$ cat src/rtl/rollo_ct_loader.sv
// rollo_ct_loader -- ciphertext ingest for the ROLLO-III decrypt datapath.
//
// Packs a stream of 32-bit ciphertext words into m*digit-bit rows. It writes
// all rows of sr into ct0, then all rows of se into ct1. The write ports read
// zero whenever no write is happening, so several masters can be OR-merged
// onto the same memory.
//
// Optional build macro:
//   CT_LOADER_PAD_CHECK_EN - when defined, a nonzero bit in the padding
//                            coefficient slots or in the discarded overflow of
//                            the last row of either half sets the sticky err
//                            flag. When undefined, padding is silently masked
//                            and err is tied to 0.
//
// Ports:
//   clk       in   1      single clock
//   rst_b     in   1      synchronous active-low reset
//   start     in   1      begin loading one ciphertext (sampled only in IDLE)
//   in_valid  in   1      in_data holds a word
//   in_data   in   32     ciphertext word
//   in_ready  out  1      word accepted when in_valid & in_ready
//   sr_addr   out  AW     ct0 row address (0 when sr_rw = 0)
//   sr_dout   out  ROW_W  ct0 write data (0 when sr_rw = 0)
//   sr_rw     out  1      ct0 write strobe, one cycle per row
//   se_addr   out  AW     ct1 row address (0 when se_rw = 0)
//   se_dout   out  ROW_W  ct1 write data (0 when se_rw = 0)
//   se_rw     out  1      ct1 write strobe, one cycle per row
//   done      out  1      one-cycle pulse after the final se row is written
//   err       out  1      padding violation flag

`ifndef N
`define N 5
`endif
`ifndef M
`define M 20
`endif
`ifndef DIGIT
`define DIGIT 2
`endif

module rollo_ct_loader #(
    parameter int  n     = `N,
    parameter int  m     = `M,
    parameter int  digit = `DIGIT,
    localparam int ROW_W = m * digit,
    localparam int ROWS  = n / digit + (((n % digit) != 0) ? 1 : 0),
    localparam int WPR   = (ROW_W + 31) / 32,
    localparam int AW    = (ROWS > 1) ? $clog2(ROWS) : 1
) (
    input  logic             clk,
    input  logic             rst_b,
    input  logic             start,
    input  logic             in_valid,
    input  logic [31:0]      in_data,
    output logic             in_ready,
    output logic [AW-1:0]    sr_addr,
    output logic [ROW_W-1:0] sr_dout,
    output logic             sr_rw,
    output logic [AW-1:0]    se_addr,
    output logic [ROW_W-1:0] se_dout,
    output logic             se_rw,
    output logic             done,
    output logic             err
);

    localparam int WW      = (WPR > 1) ? $clog2(WPR) : 1;
    localparam int REM     = n % digit;
    localparam int VALID_W = (REM == 0) ? ROW_W : m * REM;
    localparam int BUF_W   = 32 * WPR;

    localparam logic [AW-1:0]    LAST_ROW  = AW'(ROWS - 1);
    localparam logic [WW-1:0]    LAST_WORD = WW'(WPR - 1);
    // Keeps only the real coefficient slots of the final row of a half.
    localparam logic [ROW_W-1:0] LAST_MASK = {ROW_W{1'b1}} >> (ROW_W - VALID_W);

    typedef enum logic [1:0] {
        IDLE    = 2'd0,
        LOAD_SR = 2'd1,
        LOAD_SE = 2'd2,
        FINISH  = 2'd3
    } state_t;

    state_t           state_q, state_d;
    logic [AW-1:0]    row_q, row_d;
    logic [WW-1:0]    word_q, word_d;
    logic [ROW_W-1:0] buf_q, buf_d;
    logic [AW-1:0]    sr_addr_q, sr_addr_d, se_addr_q, se_addr_d;
    logic [ROW_W-1:0] sr_dout_q, sr_dout_d, se_dout_q, se_dout_d;
    logic             sr_rw_q, sr_rw_d, se_rw_q, se_rw_d;
    logic             done_q, done_d;

    logic             last_word, last_row;
    logic [BUF_W-1:0] word_wide;
    logic [ROW_W-1:0] row_full, row_data;

    assign in_ready  = (state_q == LOAD_SR) || (state_q == LOAD_SE);
    assign last_word = (word_q == LAST_WORD);
    assign last_row  = (row_q == LAST_ROW);

    // The buffer is always clear above the current word, so OR-ing the
    // shifted word in is enough; bits shifted past ROW_W are dropped.
    assign word_wide = BUF_W'(in_data);
    assign row_full  = buf_q | ROW_W'(word_wide << {word_q, 5'b0});
    assign row_data  = last_row ? (row_full & LAST_MASK) : row_full;

    always_comb begin
        state_d   = state_q;
        row_d     = row_q;
        word_d    = word_q;
        buf_d     = buf_q;
        sr_addr_d = '0;
        sr_dout_d = '0;
        sr_rw_d   = 1'b0;
        se_addr_d = '0;
        se_dout_d = '0;
        se_rw_d   = 1'b0;
        done_d    = 1'b0;
        case (state_q)
            IDLE: begin
                if (start) begin
                    state_d = LOAD_SR;
                    row_d   = '0;
                    word_d  = '0;
                    buf_d   = '0;
                end
            end
            LOAD_SR, LOAD_SE: begin
                if (in_valid) begin
                    if (last_word) begin
                        buf_d  = '0;
                        word_d = '0;
                        if (state_q == LOAD_SR) begin
                            sr_rw_d   = 1'b1;
                            sr_addr_d = row_q;
                            sr_dout_d = row_data;
                        end else begin
                            se_rw_d   = 1'b1;
                            se_addr_d = row_q;
                            se_dout_d = row_data;
                        end
                        if (last_row) begin
                            row_d   = '0;
                            state_d = (state_q == LOAD_SR) ? LOAD_SE : FINISH;
                        end else begin
                            row_d = row_q + 1'b1;
                        end
                    end else begin
                        buf_d  = row_full;
                        word_d = word_q + 1'b1;
                    end
                end
            end
            FINISH: begin
                // The final se write is on the port this cycle.
                state_d = IDLE;
                done_d  = 1'b1;
            end
            default: state_d = IDLE;
        endcase
    end

    always_ff @(posedge clk) begin
        if (!rst_b) begin
            state_q   <= IDLE;
            row_q     <= '0;
            word_q    <= '0;
            buf_q     <= '0;
            sr_addr_q <= '0;
            sr_dout_q <= '0;
            sr_rw_q   <= 1'b0;
            se_addr_q <= '0;
            se_dout_q <= '0;
            se_rw_q   <= 1'b0;
            done_q    <= 1'b0;
        end else begin
            state_q   <= state_d;
            row_q     <= row_d;
            word_q    <= word_d;
            buf_q     <= buf_d;
            sr_addr_q <= sr_addr_d;
            sr_dout_q <= sr_dout_d;
            sr_rw_q   <= sr_rw_d;
            se_addr_q <= se_addr_d;
            se_dout_q <= se_dout_d;
            se_rw_q   <= se_rw_d;
            done_q    <= done_d;
        end
    end

    assign sr_addr = sr_addr_q;
    assign sr_dout = sr_dout_q;
    assign sr_rw   = sr_rw_q;
    assign se_addr = se_addr_q;
    assign se_dout = se_dout_q;
    assign se_rw   = se_rw_q;
    assign done    = done_q;

`ifdef CT_LOADER_PAD_CHECK_EN
    // Number of meaningful bits in the final word of a row.
    localparam int          LAST_BITS = ROW_W - 32 * (WPR - 1);
    localparam logic [31:0] KEEP_LAST = 32'hFFFF_FFFF >> (32 - LAST_BITS);

    logic err_q, err_d, pad_bad;

    always_comb begin
        pad_bad = (|(row_full & ~LAST_MASK)) || (|(in_data & ~KEEP_LAST));
        err_d   = err_q;
        if ((state_q == IDLE) && start) begin
            err_d = 1'b0;
        end else if (in_ready && in_valid && last_word && last_row && pad_bad) begin
            err_d = 1'b1;
        end
    end

    always_ff @(posedge clk) begin
        if (!rst_b) begin
            err_q <= 1'b0;
        end else begin
            err_q <= err_d;
        end
    end

    assign err = err_q;
`else
    assign err = 1'b0;
`endif

endmodule

$ cat config.mk
export PLATFORM = sky130hd
export DESIGN_NAME = rollo_ct_loader
export DESIGN_NICKNAME = d
export VERILOG_FILES = /design/src/rtl/rollo_ct_loader.sv
export SDC_FILE = /design/constraint.sdc
export NUM_CORES = 1
export LEC_CHECK = 0
export BUFFER_PORTS_ARGS = -buffer_cell sky130_fd_sc_hd__clkbuf_2
export CAP_MARGIN = 25
export CORE_MARGIN = 8
export CORE_UTILIZATION = 44
export CTS_CLUSTER_SIZE = 20
export DETAILED_ROUTE_END_ITERATION = 8
export GPL_TIMING_DRIVEN = 0
export PLACE_DENSITY = 0.69
export SLEW_MARGIN = 20
export SYNTH_ARGS = -nofsm -noshare
export SYNTH_HDL_FRONTEND = slang
export SYNTH_SLANG_ARGS = --single-unit
export TNS_END_PERCENT = 30
$ cat constraint.sdc
create_clock -name clk -period 1.9 [get_ports clk]
set_input_delay 0.38 -clock clk [delete_from_list [all_inputs] [get_ports clk]]
set_output_delay 0.38 -clock clk [all_outputs]
set_load 0.01 [all_outputs]
# [After elaboration in Yosys (flattened, before gate mapping)]
# Index checks and enable logic that the tools add are counted.
[classes] n_addsub=2 eq_ne=8 shifts=1 n_mux=23 n_bitwise=5 reduce_logical=10
[ops] cell="40-bit two-way mux" n=4
[ops] cell="40-bit one-hot mux with 2 select lines" n=1
[ops] cell="40-bit bitwise OR" n=1
[ops] cell="32-bit by 6-bit left shift with 40-bit output" n=1
[ops] cell="2-bit two-way mux" n=8
[ops] cell="4-bit AND reduction" n=3
[ops] cell="2-bit inequality test (second input constant)" n=4
[ops] cell="1-bit two-way mux" n=7
[ops] cell="2-bit equality test (second input constant)" n=3
[ops] cell="2-bit one-hot mux with 3 select lines" n=1
[ops] cell="5-bit AND reduction" n=1
[ops] cell="5-bit OR reduction" n=1
[ops] cell="1-bit inverter" n=4
[ops] cell="2-bit one-hot mux with 2 select lines" n=1
[ops] cell="3-bit AND reduction" n=1
[ops] cell="2-bit by 1-bit adder with 2-bit output (second input constant)" n=1
[ops] cell="2-bit by 1-bit equality test with 1-bit output (second input constant)" n=1
[ops] cell="2-bit zero test" n=1
[ops] cell="1-bit one-hot mux with 2 select lines" n=1
[ops] cell="2-bit nonzero test" n=1
[ops] cell="2-bit OR reduction" n=1
[ops] cell="1-bit adder (second input constant)" n=1
[ops] cell="1-bit logical OR" n=1
[word_totals] register_bits=132 inputBits=36 output_inout_bits=89 wordCells=60

# [Depth between registers and ports, before layout]
# Gate-level depths: netlist (run 1).
[logic_depth] depth_word=6 mapped_depth=8 ltp_nobuf=6

# [Worst setup path after synthesis (run 1)]
# Ideal clock, no wire load.
[synth_path] path_kind="register to register" from="register state_q[0]" to="register buf_q[31]" setup_time_ns=0.118 t_arrival_ns=1.629 required_ns=1.782 setup_slack_ns=0.152 stages_incl_launch_ff=9 path_buffers=2 synth_period_minus_slack_ns=1.748 cell_sequence="dfxtp_1 > inv_1 > ha_1 > buf_4 > mux2i_4 > a21o_4 > clkbuf_2 > a22oi_1 > nor2b_1"
[synth_via] elab_chain_len=4 word_cells_on_any_way=9 cone_classes="eq/ne (4); mux (1); reduce/logical (4)"
[synth_rtl] element="start: declaration" line_no="83" text="state_t state_q, state_d;"
[synth_rtl] element="start signal: assignment" line_no="176" text="state_q <= state_d;"
[synth_rtl] element="2-bit by 1-bit equality test with 1-bit output / 2-bit equality test (equally long branches)" line_no="118" text="case (state_q)"
[synth_rtl] element="2-bit OR reduction" line_no="118"
[synth_rtl] element="2-bit inequality test (no line) / 2-bit nonzero test (equally long branches)"
[synth_rtl] element="3-bit AND reduction (no line)"
[synth_rtl] element="end signal: assignment" line_no="179" text="buf_q <= buf_d;"
[synth_rtl] element="end: declaration" line_no="86" text="logic [ROW_W-1:0] buf_q, buf_d;"
# Several ways; a longest one is shown, not always the timed one.
# A chain may end at the register's enable or synchronous reset.

# [Worst setup path in the final report (run 1)]
[layout_path] from="register state_q[1]" to="output in_ready"
[layout_via] elab_chain_len=2 word_cells_on_any_way=3 cone_classes="eq/ne (2); reduce/logical (1)"
[layout_rtl] element="2-bit by 1-bit equality test with 1-bit output / 2-bit equality test (equally long branches)" line_no="96" text="assign in_ready = (state_q == LOAD_SR) || (state_q == LOAD_SE);"
[layout_rtl] element="1-bit logical OR *" line_no="96"
[layout_rtl] element="end: declaration" line_no="55" text="output logic in_ready,"
# Every way passes the cells marked *; elsewhere a longest branch is shown, timed or not.

==> results of run 1 <==
==> cells in the final DEF (no fill, tap or decap), types with 3 or more instances in the layout <==
master      synthesis  final
clkinv_4            0      3
nor2b_1            56     56
a21oi_1            10     10
clkinvlp_4          0      3
nor2_2             14     14
buf_6              12     13
bufinv_16           0      4
clkbuf_2            1    126
buf_2               2      3
clkbuf_1           11      7
clkbuf_16           0     16
buf_4               2      3
nand3_1             3      3
dfxtp_1           132    131
and3_1              8      8
o21ai_0            14     14
nor2_1             84     84
a22oi_1            32     32
inv_1               7      7
nand2_1            11     11
a21o_1              8      8
inv_6               0      3
==> area by class of cell <==
cell class	instances	share of cell area
Sequential cell	132	0.4515
Clock buffer	17	0.07073
Tap cell	133	0.02842
Inverter	8	0.005128
Timing Repair Buffer	125	0.1077
Clock inverter	15	0.03504
Multi-Input combinational cell	262	0.2618
Buffer	29	0.03974
==> routing by layer <==
layer,vias to the layer above,wire (um),global-route usage
met4,0,279,0.1003
li1,1695,-,-
met5,-,0,0
met3,21,752,0.05429
met1,1542,4289,0.1834
met2,106,5463,0.2821
==> worst min-delay path: stages <==
cell and delay [ns]:
clkbuf_2 0.10, a22oi_1 0.06, nor2b_1 0.10
==> what timing repair did <==
item | 4_1_cts | 5_1_grt
setup buffers | 0 | 2
pin swaps | 0 | 1
gates resized for setup | 5 | 4
hold buffers | 0 | 0
setup endpoints to repair | 41 | 120
==> logic make-up (layout without fill, tap and decap cells) <==
| family | count (synthesis) | after routing | share of synthesized area |
|---|---|---|---|
| AO/OA/AOI/OAI | 69 | 69 | 0.1111 |
| adder cells (fa/ha/maj) | 3 | 3 | 0.008504 |
| buffers and inverters | 37 | 194 | 0.05697 |
| flip-flops | 132 | 132 | 0.5986 |
| multiplexers | 2 | 2 | 0.007369 |
| other | 1 | 1 | 0.0008495 |
| AND/OR/NAND/NOR | 187 | 187 | 0.2166 |
==> registers in the layout, indices dropped and copies added, names as in the netlist <==
name       count
se_addr        2
done           1
sr_addr        2
se_dout       40
buf_q         40
se_rw          1
state_q        2
last_word      1
sr_dout       40
sr_rw          1
row_q          2
==> power by group <==
part,total [W],switching [W],internal (W),leakage [nW]
clock,0.00337,0.00123,0.00214,0.295
combinational,0.000734,0.000421,0.000314,1.29
sequential,0.00286,0.0000334,0.00283,1.06
total,0.00696,0.00168,0.00528,2.65
==> stage by stage <==
step                setup WS [ns]  utilization  instances
floorplan                  0.1522            -        431
global placement         -0.08663       0.5316        687
detailed placement        -0.1171       0.5316        687
CTS                       0.02711       0.5958        719
global route              0.05135       0.5991        721
finish                     0.1374       0.5991        721
==> how the worst max path moves through the flow <==
stage / start / endpoint / slack, ns / depth (start not counted)
detailed placement: state_q[0] / sr_dout[31] / -0.12 / 8
floorplan: state_q[0] / buf_q[31] / 0.15 / 8
CTS: state_q[0] / buf_q[31] / 0.03 / 8
global placement: state_q[0] / sr_dout[22] / -0.09 / 8
global route: state_q[1] / row_q[1] / 0.05 / 8
finish: state_q[1] / in_ready / 0.14 / 3
==> flow_summary.toml, run 1 <==
[routing]
ant_nets = 0
dr_iter_0_viols = 182
drt_first_pass_iters = 4
dr_total_vias = 3364
detail_route.wirelength_mm = 10.79
routed_wire_length_per_instance_um = 14.96
post_drt_via_cell_ratio = 4.666
remaining_drc_errors = 0

[floorplanning]
core_um2 = 9774
die_x_um = 116.2
floorplan.rows = 36
initial_core_util = 0.4516
full_die_area_um2 = 13490
io_pins = 125
chipHeight_um = 116.2

[logic_synthesis]
post_synthesis_cell_type_with_the_largest_combined_area = "dfxtp_1"
ys_seq_area_frac = 0.5986
dominantRegCellSynth = "dfxtp_1"
ys_seq_elements = 132
synth_edf_count = 0
synth.cell_area_um2 = 4414
async_flop_share = 0
area_share_of_the_largest_cell_type_after_synthesis = 0.5986
synth-warning-count = 0
mappedNetlistNets = 470
avg_inst_size_synth_um2 = 10.24
netlist-cell-type-count = 37
netlist_instances = 431
synth.top_cells.by_area = "dfxtp_1 60%, nor2b_1 7.9%, nor2_1 7.1%"
synth.most_common_cell = "dfxtp_1"
synth_commonest_cells = "132 x dfxtp_1, 84 x nor2_1, 56 x nor2b_1"

[global_routing]
grt_antenna_before_repair = 0
first_pass_grt_wire_length_mm = 17.30
grt.overflow.total = 0
grt_pass1_vias = 3538
grt_start_max_net_pins = 17
grt_use_total = 0.1684

[worst_setup_path]
crit_fanout = 3
worst_r2r_endpoint = "se_dout[38]"
critical-path-top-delay-family = "flip-flops"
criticalPathCategory = "register to primary output"
timing.reg2reg.setup_slack_ns = 0.15
startpoint_type = "register"
worst_r2r_startpoint = "state_q[1]"
cp_slowest_stage_delay_ns = 0.33
cp_data_arrival_time_ns = 1.38
end_kind = "primary output"
cp_num_buf_inv = 2
worstRegToRegCells = 8
crit_path_top_delay_cell = "dfxtp_1"
crit_path_cell_trace = "inv_1 -> ha_4 -> clkbuf_2"
crit_required_ns = 1.52

[final_layout]
final_layout_size_suffix_gt1_frac = 0.3469
final.fill_count = 868
fin_nets = 614
seq_area_um2 = 2644
stdcell_area_um2 = 5856
multiInputGateArea_um2 = 1533
antenna_cells = 0
flow.area_growth_from_synthesis_pct = 32.65

[hold_path]
worst_hold_depth = 3
hold_end = "buf_q[4]"
worst_hold_startpoint = "in_data[4]"
min-delay-path-class = "input pin to register"

[place]
gp_congestion = 0.7698
post-dp-hpwl_mm = 7.610
placement.cell_area_um2 = 5196
port_buffers = 123

[clocking]
tritoncts_clock_tree = "done"
clock_tree.buffer_depth = 2
cts_made_buffers = 17
clkTransAtPathRegs_ns = 0.06
clock_sinks = 132
root_buffer = "clkbuf_8"
clock_insertion_delay_worst_skew_ns = 0.53
clock_tree.htree_level_count = 4

[power]
static-leakage-power_nw = 2.650
cellPowerDensity_nw_per_um2 = 1189
p_total_w = 0.006961
worst_ir_drop_vdd_mv = 0.5176

[sta]
max_clock_freq_mhz = 567.4
final.setup_skew_ns = 0.01120
fin_hold_ws_ns = 0.1468
finalCriticalPeriod_ns = 1.763
totalNegativeSetupSlack_ns = 0
setup_viol = 0
timing.final.max_slew_violations = 0
rsz_0062_raised_after_global_routing = "no"
final_min_period_over_clock_period = 0.9277
finalHoldViolCount = 0

[run]
timing.max_cap.violations = 0

[status]
outcome = "complete, no violations"
Power figures use the tool's default switching activity.
==> run 2: changes to the inputs <==
--- a/config.mk
+++ b/config.mk
@@ -13,6 +13,8 @@
 export DETAILED_ROUTE_END_ITERATION = 8
 export GPL_TIMING_DRIVEN = 0
 export PLACE_DENSITY = 0.69
+export REMOVE_ABC_BUFFERS = 1
+export SETUP_SLACK_MARGIN = 0.15
 export SLEW_MARGIN = 20
 export SYNTH_ARGS = -nofsm -noshare
 export SYNTH_HDL_FRONTEND = slang
==> run 2 against run 1 <==
Final cell count shrank 2.5%. Clock-buffer cell count grew 2. Clock skew shrank 0.00088 ns. Sequential share of layout area grew 0.96 points. Critical path type unchanged. Critical endpoint unchanged.
==> flow_summary.toml, run 2 (synthesis gave the netlist of run 1 again) <==
[routing]
remaining_drc_errors = 0
met2_length_mm = 4.982
dr_total_vias = 3351
detail_route.wirelength.met1_mm = 4.426
dr_iter_0_viols = 189
routed_wire_length_per_instance_um = 14.84
maxUsedRoutingLayer = "met4"
post_drt_via_cell_ratio = 4.767
met3_wirelength_um = 859
detail_route.wirelength_mm = 10.43
ant_nets = 0
drt_first_pass_iters = 4

[hold_path]
worst_hold_startpoint = "in_data[1]"
min-delay-path-class = "input pin to register"
hold_end = "buf_q[1]"
worst_hold_depth = 3

[worst_setup_path]
startpoint_type = "register"
timing.reg2reg.setup_slack_ns = 0.18
crit_path_cell_trace = "inv_2 -> ha_4 -> clkbuf_2"
end_kind = "primary output"
crit_path_top_delay_cell = "dfxtp_2"
cp_slowest_stage_delay_ns = 0.33
cp_data_arrival_time_ns = 1.38
worst_r2r_startpoint = "state_q[1]"
crit_required_ns = 1.52
criticalPathCategory = "register to primary output"
crit_fanout = 8
critical-path-top-delay-family = "flip-flops"
worst_r2r_endpoint = "se_dout[35]"
cp_num_buf_inv = 2
worstRegToRegCells = 6

[floorplanning]
core_um2 = 9774
full_die_area_um2 = 13490
floorplan.rows = 36
chipHeight_um = 116.2
die_x_um = 116.2
io_pins = 125
initial_core_util = 0.4516

[place]
gp_congestion = 0.7339
post-dp-hpwl_mm = 6.720
port_buffers = 123
placed_cells_incl_taps = 663

[sta]
max_clock_freq_mhz = 567.2
setup_viol = 0
totalNegativeSetupSlack_ns = 0
finalHoldViolCount = 0
final.setup_skew_ns = 0.01032
fin_hold_ws_ns = 0.1648
final_min_period_over_clock_period = 0.9279
slew_headroom = 0.4255
rsz_0062_raised_after_global_routing = "yes"
finalCriticalPeriod_ns = 1.763
timing.final.max_slew_violations = 0
tightest_slew_ns = 0.8618

[final_layout]
finish.cell_count_without_fillers = 703
final_layout_size_suffix_gt1_frac = 0.3491
antenna_cells = 0
most-common-layout-cells = "129 x dfxtp_1, 123 x clkbuf_2, 84 x nor2_1"
postLayoutCoreUtil = 0.5877
flow.area_growth_from_synthesis_pct = 30.13
fin_nets = 596
final_common_cell = "dfxtp_1"

[power]
cellPowerDensity_nw_per_um2 = 1160
static-leakage-power_nw = 2.586
p_total_w = 0.006662
worst_ir_drop_vdd_mv = 0.5297

[clocking]
clock_tree.buffer_depth = 2
clock_sinks = 132
clock_insertion_delay_worst_skew_ns = 0.51
root_buffer = "clkbuf_8"
clock_tree.htree_level_count = 4
tritoncts_clock_tree = "done"
cts_made_buffers = 17
cts.hold.buffers_added = 0
clkTransAtPathRegs_ns = 0.06

[global_routing]
first_pass_grt_wire_length_mm = 16.05
grt_start_max_net_pins = 51
grt.overflow.total = 0
grt_antenna_before_repair = 0
grt_use_total = 0.1540
grt_pass1_vias = 3310

[status]
outcome = "complete, no violations"

[run]
timing.max_cap.violations = 0
[run 2: how the worst max path moves through the flow]
stage / from / to / cells after the start
after global placement: last_word / se_dout[32] / 3
after global routing: state_q[1] / in_ready / 3
after detailed placement: rst_b / se_dout[37] / 5
after CTS: state_q[1] / in_ready / 3
after floorplan: last_word / se_dout[35] / 3
final: state_q[1] / in_ready / 3
[run 2: area by class of cell]
class                      instances  area [um2]
clock inverter                    13       133.9
tap                              133       166.4
inverter                           8       30.03
timing repair buffer             134       762.0
multi-input combinational        264        1572
fill                             857        4030
clock buffer                      19       431.7
sequential                       132        2649
[run 2: report_power, final]
part	switching [W]	total (W)	internal (W)
Combinational	0.000432	0.000717	0.000285
Clock	0.00118	0.00307	0.00189
Sequential	0.0000446	0.00287	0.00283
Total	0.00166	0.00666	0.00500
[run 2: worst min-delay path, cell delays in order]
cell and delay (ns):
clkbuf_2 0.10, a22oi_1 0.06, nor2b_1 0.10
[run 2: metrics by stage]
step	setup WS (ns)	instance area [um2]
2_1_floorplan	-0.3646	4193
3_3_place_gp	-1.168	4975
3_5_place_dp	-0.4480	5081
4_1_cts	0.1188	5705
5_1_grt	0.07708	5744
6_report	0.1370	5744
[run 2: per-layer routing]
metal,GRT usage,vias to the layer above
met4,0.07606,0
met5,0,-
li1,-,1665
met1,0.1782,1558
met2,0.2489,110
met3,0.05377,18
[run 2: what timing repair did]
action	CTS	global route
cloned	0	2
setup endpoints to repair	129	82
pin swaps	2	1
buffers inserted	5	1
resized for setup	8	3
==> run 3: changes to the inputs <==
--- a/config.mk
+++ b/config.mk
@@ -5,16 +5,18 @@
 export SDC_FILE = /design/constraint.sdc
 export NUM_CORES = 1
 export LEC_CHECK = 0
-export BUFFER_PORTS_ARGS = -buffer_cell sky130_fd_sc_hd__clkbuf_2
+export BUFFER_PORTS_ARGS = -buffer_cell sky130_fd_sc_hd__buf_2
 export CAP_MARGIN = 25
 export CORE_MARGIN = 8
 export CORE_UTILIZATION = 44
+export CTS_CLUSTER_DIAMETER = 80
 export CTS_CLUSTER_SIZE = 20
 export DETAILED_ROUTE_END_ITERATION = 8
 export GPL_TIMING_DRIVEN = 0
 export PLACE_DENSITY = 0.69
 export REMOVE_ABC_BUFFERS = 1
 export SETUP_SLACK_MARGIN = 0.15
+export SKIP_CTS_REPAIR_TIMING = 1
 export SLEW_MARGIN = 20
 export SYNTH_ARGS = -nofsm -noshare
 export SYNTH_HDL_FRONTEND = slang
==> run 3 against run 2 <==
Worst setup slack lost 0.045 ns. Register-to-register slack lost 0.05 ns. Final cell count shrank 0.28%. Non-clock buffer count shrank 1. Utilization shrank 0.27 points. Wire length shrank 1.1%. Global-route usage shrank 0.20 points. Critical endpoint unchanged.
==> flow_summary.toml, run 3 (synthesis gave the netlist of run 1 again) <==
[global_routing]
grt_pass1_vias = 3233
first_pass_grt_wire_length_mm = 15.70
grt.overflow.total = 0
grt_use_total = 0.1520
grt_start_max_net_pins = 51
grt_antenna_before_repair = 0

[status]
outcome = "complete, no violations"

[worst_setup_path]
end_kind = "primary output"
crit_required_ns = 1.52
startpoint_type = "register"
worstRegToRegCells = 7
crit_path_cell_trace = "inv_1 -> ha_4 -> buf_2"
crit_start = "state_q[0]"
crit_path_top_delay_cell = "dfxtp_2"
crit_fanout = 6
criticalPathCategory = "register to primary output"
timing.reg2reg.setup_slack_ns = 0.13
cp_data_arrival_time_ns = 1.43
worst_setup_path_endpoint = "in_ready"
worst_r2r_startpoint = "state_q[0]"
cp_slowest_stage_delay_ns = 0.36
worst_r2r_endpoint = "sr_dout[14]"

[sta]
finalCriticalPeriod_ns = 1.808
tightest_slew_ns = 0.7613
final_min_period_over_clock_period = 0.9517
max_clock_freq_mhz = 553.0
rsz_0062_raised_after_global_routing = "yes"
final.setup_skew_ns = 0.01126
finalHoldViolCount = 0
timing.final.max_slew_violations = 0
setup_viol = 0
slew_headroom = 0.4925
fin_hold_ws_ns = 0.1581

[run]
timing.max_cap.violations = 0

[final_layout]
antenna_cells = 0
fin_nets = 594
final_layout_size_suffix_gt1_frac = 0.3380
final.fill_count = 849
most-common-layout-cells = "130 x dfxtp_1, 123 x buf_2, 84 x nor2_1"
postLayoutCoreUtil = 0.5850
flow.area_growth_from_synthesis_pct = 29.54
final_common_cell = "dfxtp_1"
finish.cell_count_without_fillers = 701

[power]
p_total_w = 0.006580
worst_ir_drop_vdd_mv = 0.5856
cellPowerDensity_nw_per_um2 = 1151
static-leakage-power_nw = 2.664

[clocking]
cts_made_buffers = 17
clock_tree.buffer_depth = 2
clkTransAtPathRegs_ns = 0.06
clock_tree.htree_level_count = 4
root_buffer = "clkbuf_8"
clock_sinks = 132
tritoncts_clock_tree = "done"
clock_insertion_delay_worst_skew_ns = 0.52

[hold_path]
min-delay-path-class = "input pin to register"

[routing]
remaining_drc_errors = 0
detail_route.wirelength_mm = 10.31
ant_nets = 0
dr_total_vias = 3294
post_drt_via_cell_ratio = 4.699
routed_wire_length_per_instance_um = 14.71
dr_iter_0_viols = 207
drt_first_pass_iters = 4

[floorplanning]
full_die_area_um2 = 13490
io_pins = 125
floorplan.rows = 36
initial_core_util = 0.4516
core_um2 = 9774
chipHeight_um = 116.2
die_x_um = 116.2

[place]
port_buffers = 123
gp_congestion = 0.7258
post-dp-hpwl_mm = 6.677
placed_cells_incl_taps = 663
## run 3: worst min-delay path by stage
stage / from / to / cells after the start
2_1_floorplan: buf_q[10] / sr_dout[10] / 2
3_3_place_gp: buf_q[18] / sr_dout[18] / 2
3_5_place_dp: buf_q[9] / sr_dout[9] / 2
4_1_cts: in_data[0] / buf_q[0] / 3
5_1_grt: in_data[2] / sr_dout[2] / 3
6_report: in_data[2] / sr_dout[2] / 3
## run 3: critical path, delay by kind of cell (launching register included)
kind / cells / cell delay [ns]
DFF: 1 / 0.36
buffers and inverters: 2 / 0.23
adders and majority gates: 1 / 0.32
## run 3: metrics by stage
step / cell area (um2) / setup TNS [ns] / setup slack (ns)
after floorplan: 4193 / -34.43 / -0.3646
after global placement: 4975 / -136.83 / -1.185
after detailed placement: 5081 / -26.22 / -0.4829
after CTS: 5640 / -29.75 / -0.4994
after global routing: 5718 / 0 / 0.02186
final: 5718 / 0 / 0.09168
## run 3: layout make-up
class                   count  area, um2  area share
clock inverters            10      106.4     0.01860
multi-input cells         263       1559      0.2726
repair buffers            133      755.7      0.1322
clock buffers              22      452.9     0.07921
well taps                 133      166.4     0.02910
flip-flops and latches    132       2648      0.4630
inverters                   8      30.03    0.005252
## run 3: report_power, final
group / switching, W / internal (W) / leakage (nW) / total, W
Clock: 0.00112 / 0.00192 / 0.278 / 0.00304
Sequential: 0.0000436 / 0.00283 / 1.07 / 0.00287
Combinational: 0.000401 / 0.000270 / 1.32 / 0.000671
Total: 0.00156 / 0.00502 / 2.66 / 0.00658
## run 3: metal layers
metal | up-vias | wire length, um | track usage
li1 | 1668 | - | -
met1 | 1491 | 4482 | 0.1737
met3 | 26 | 824 | 0.05895
met4 | 0 | 247 | 0.08297
met5 | - | 0 | 0
met2 | 109 | 4759 | 0.2405
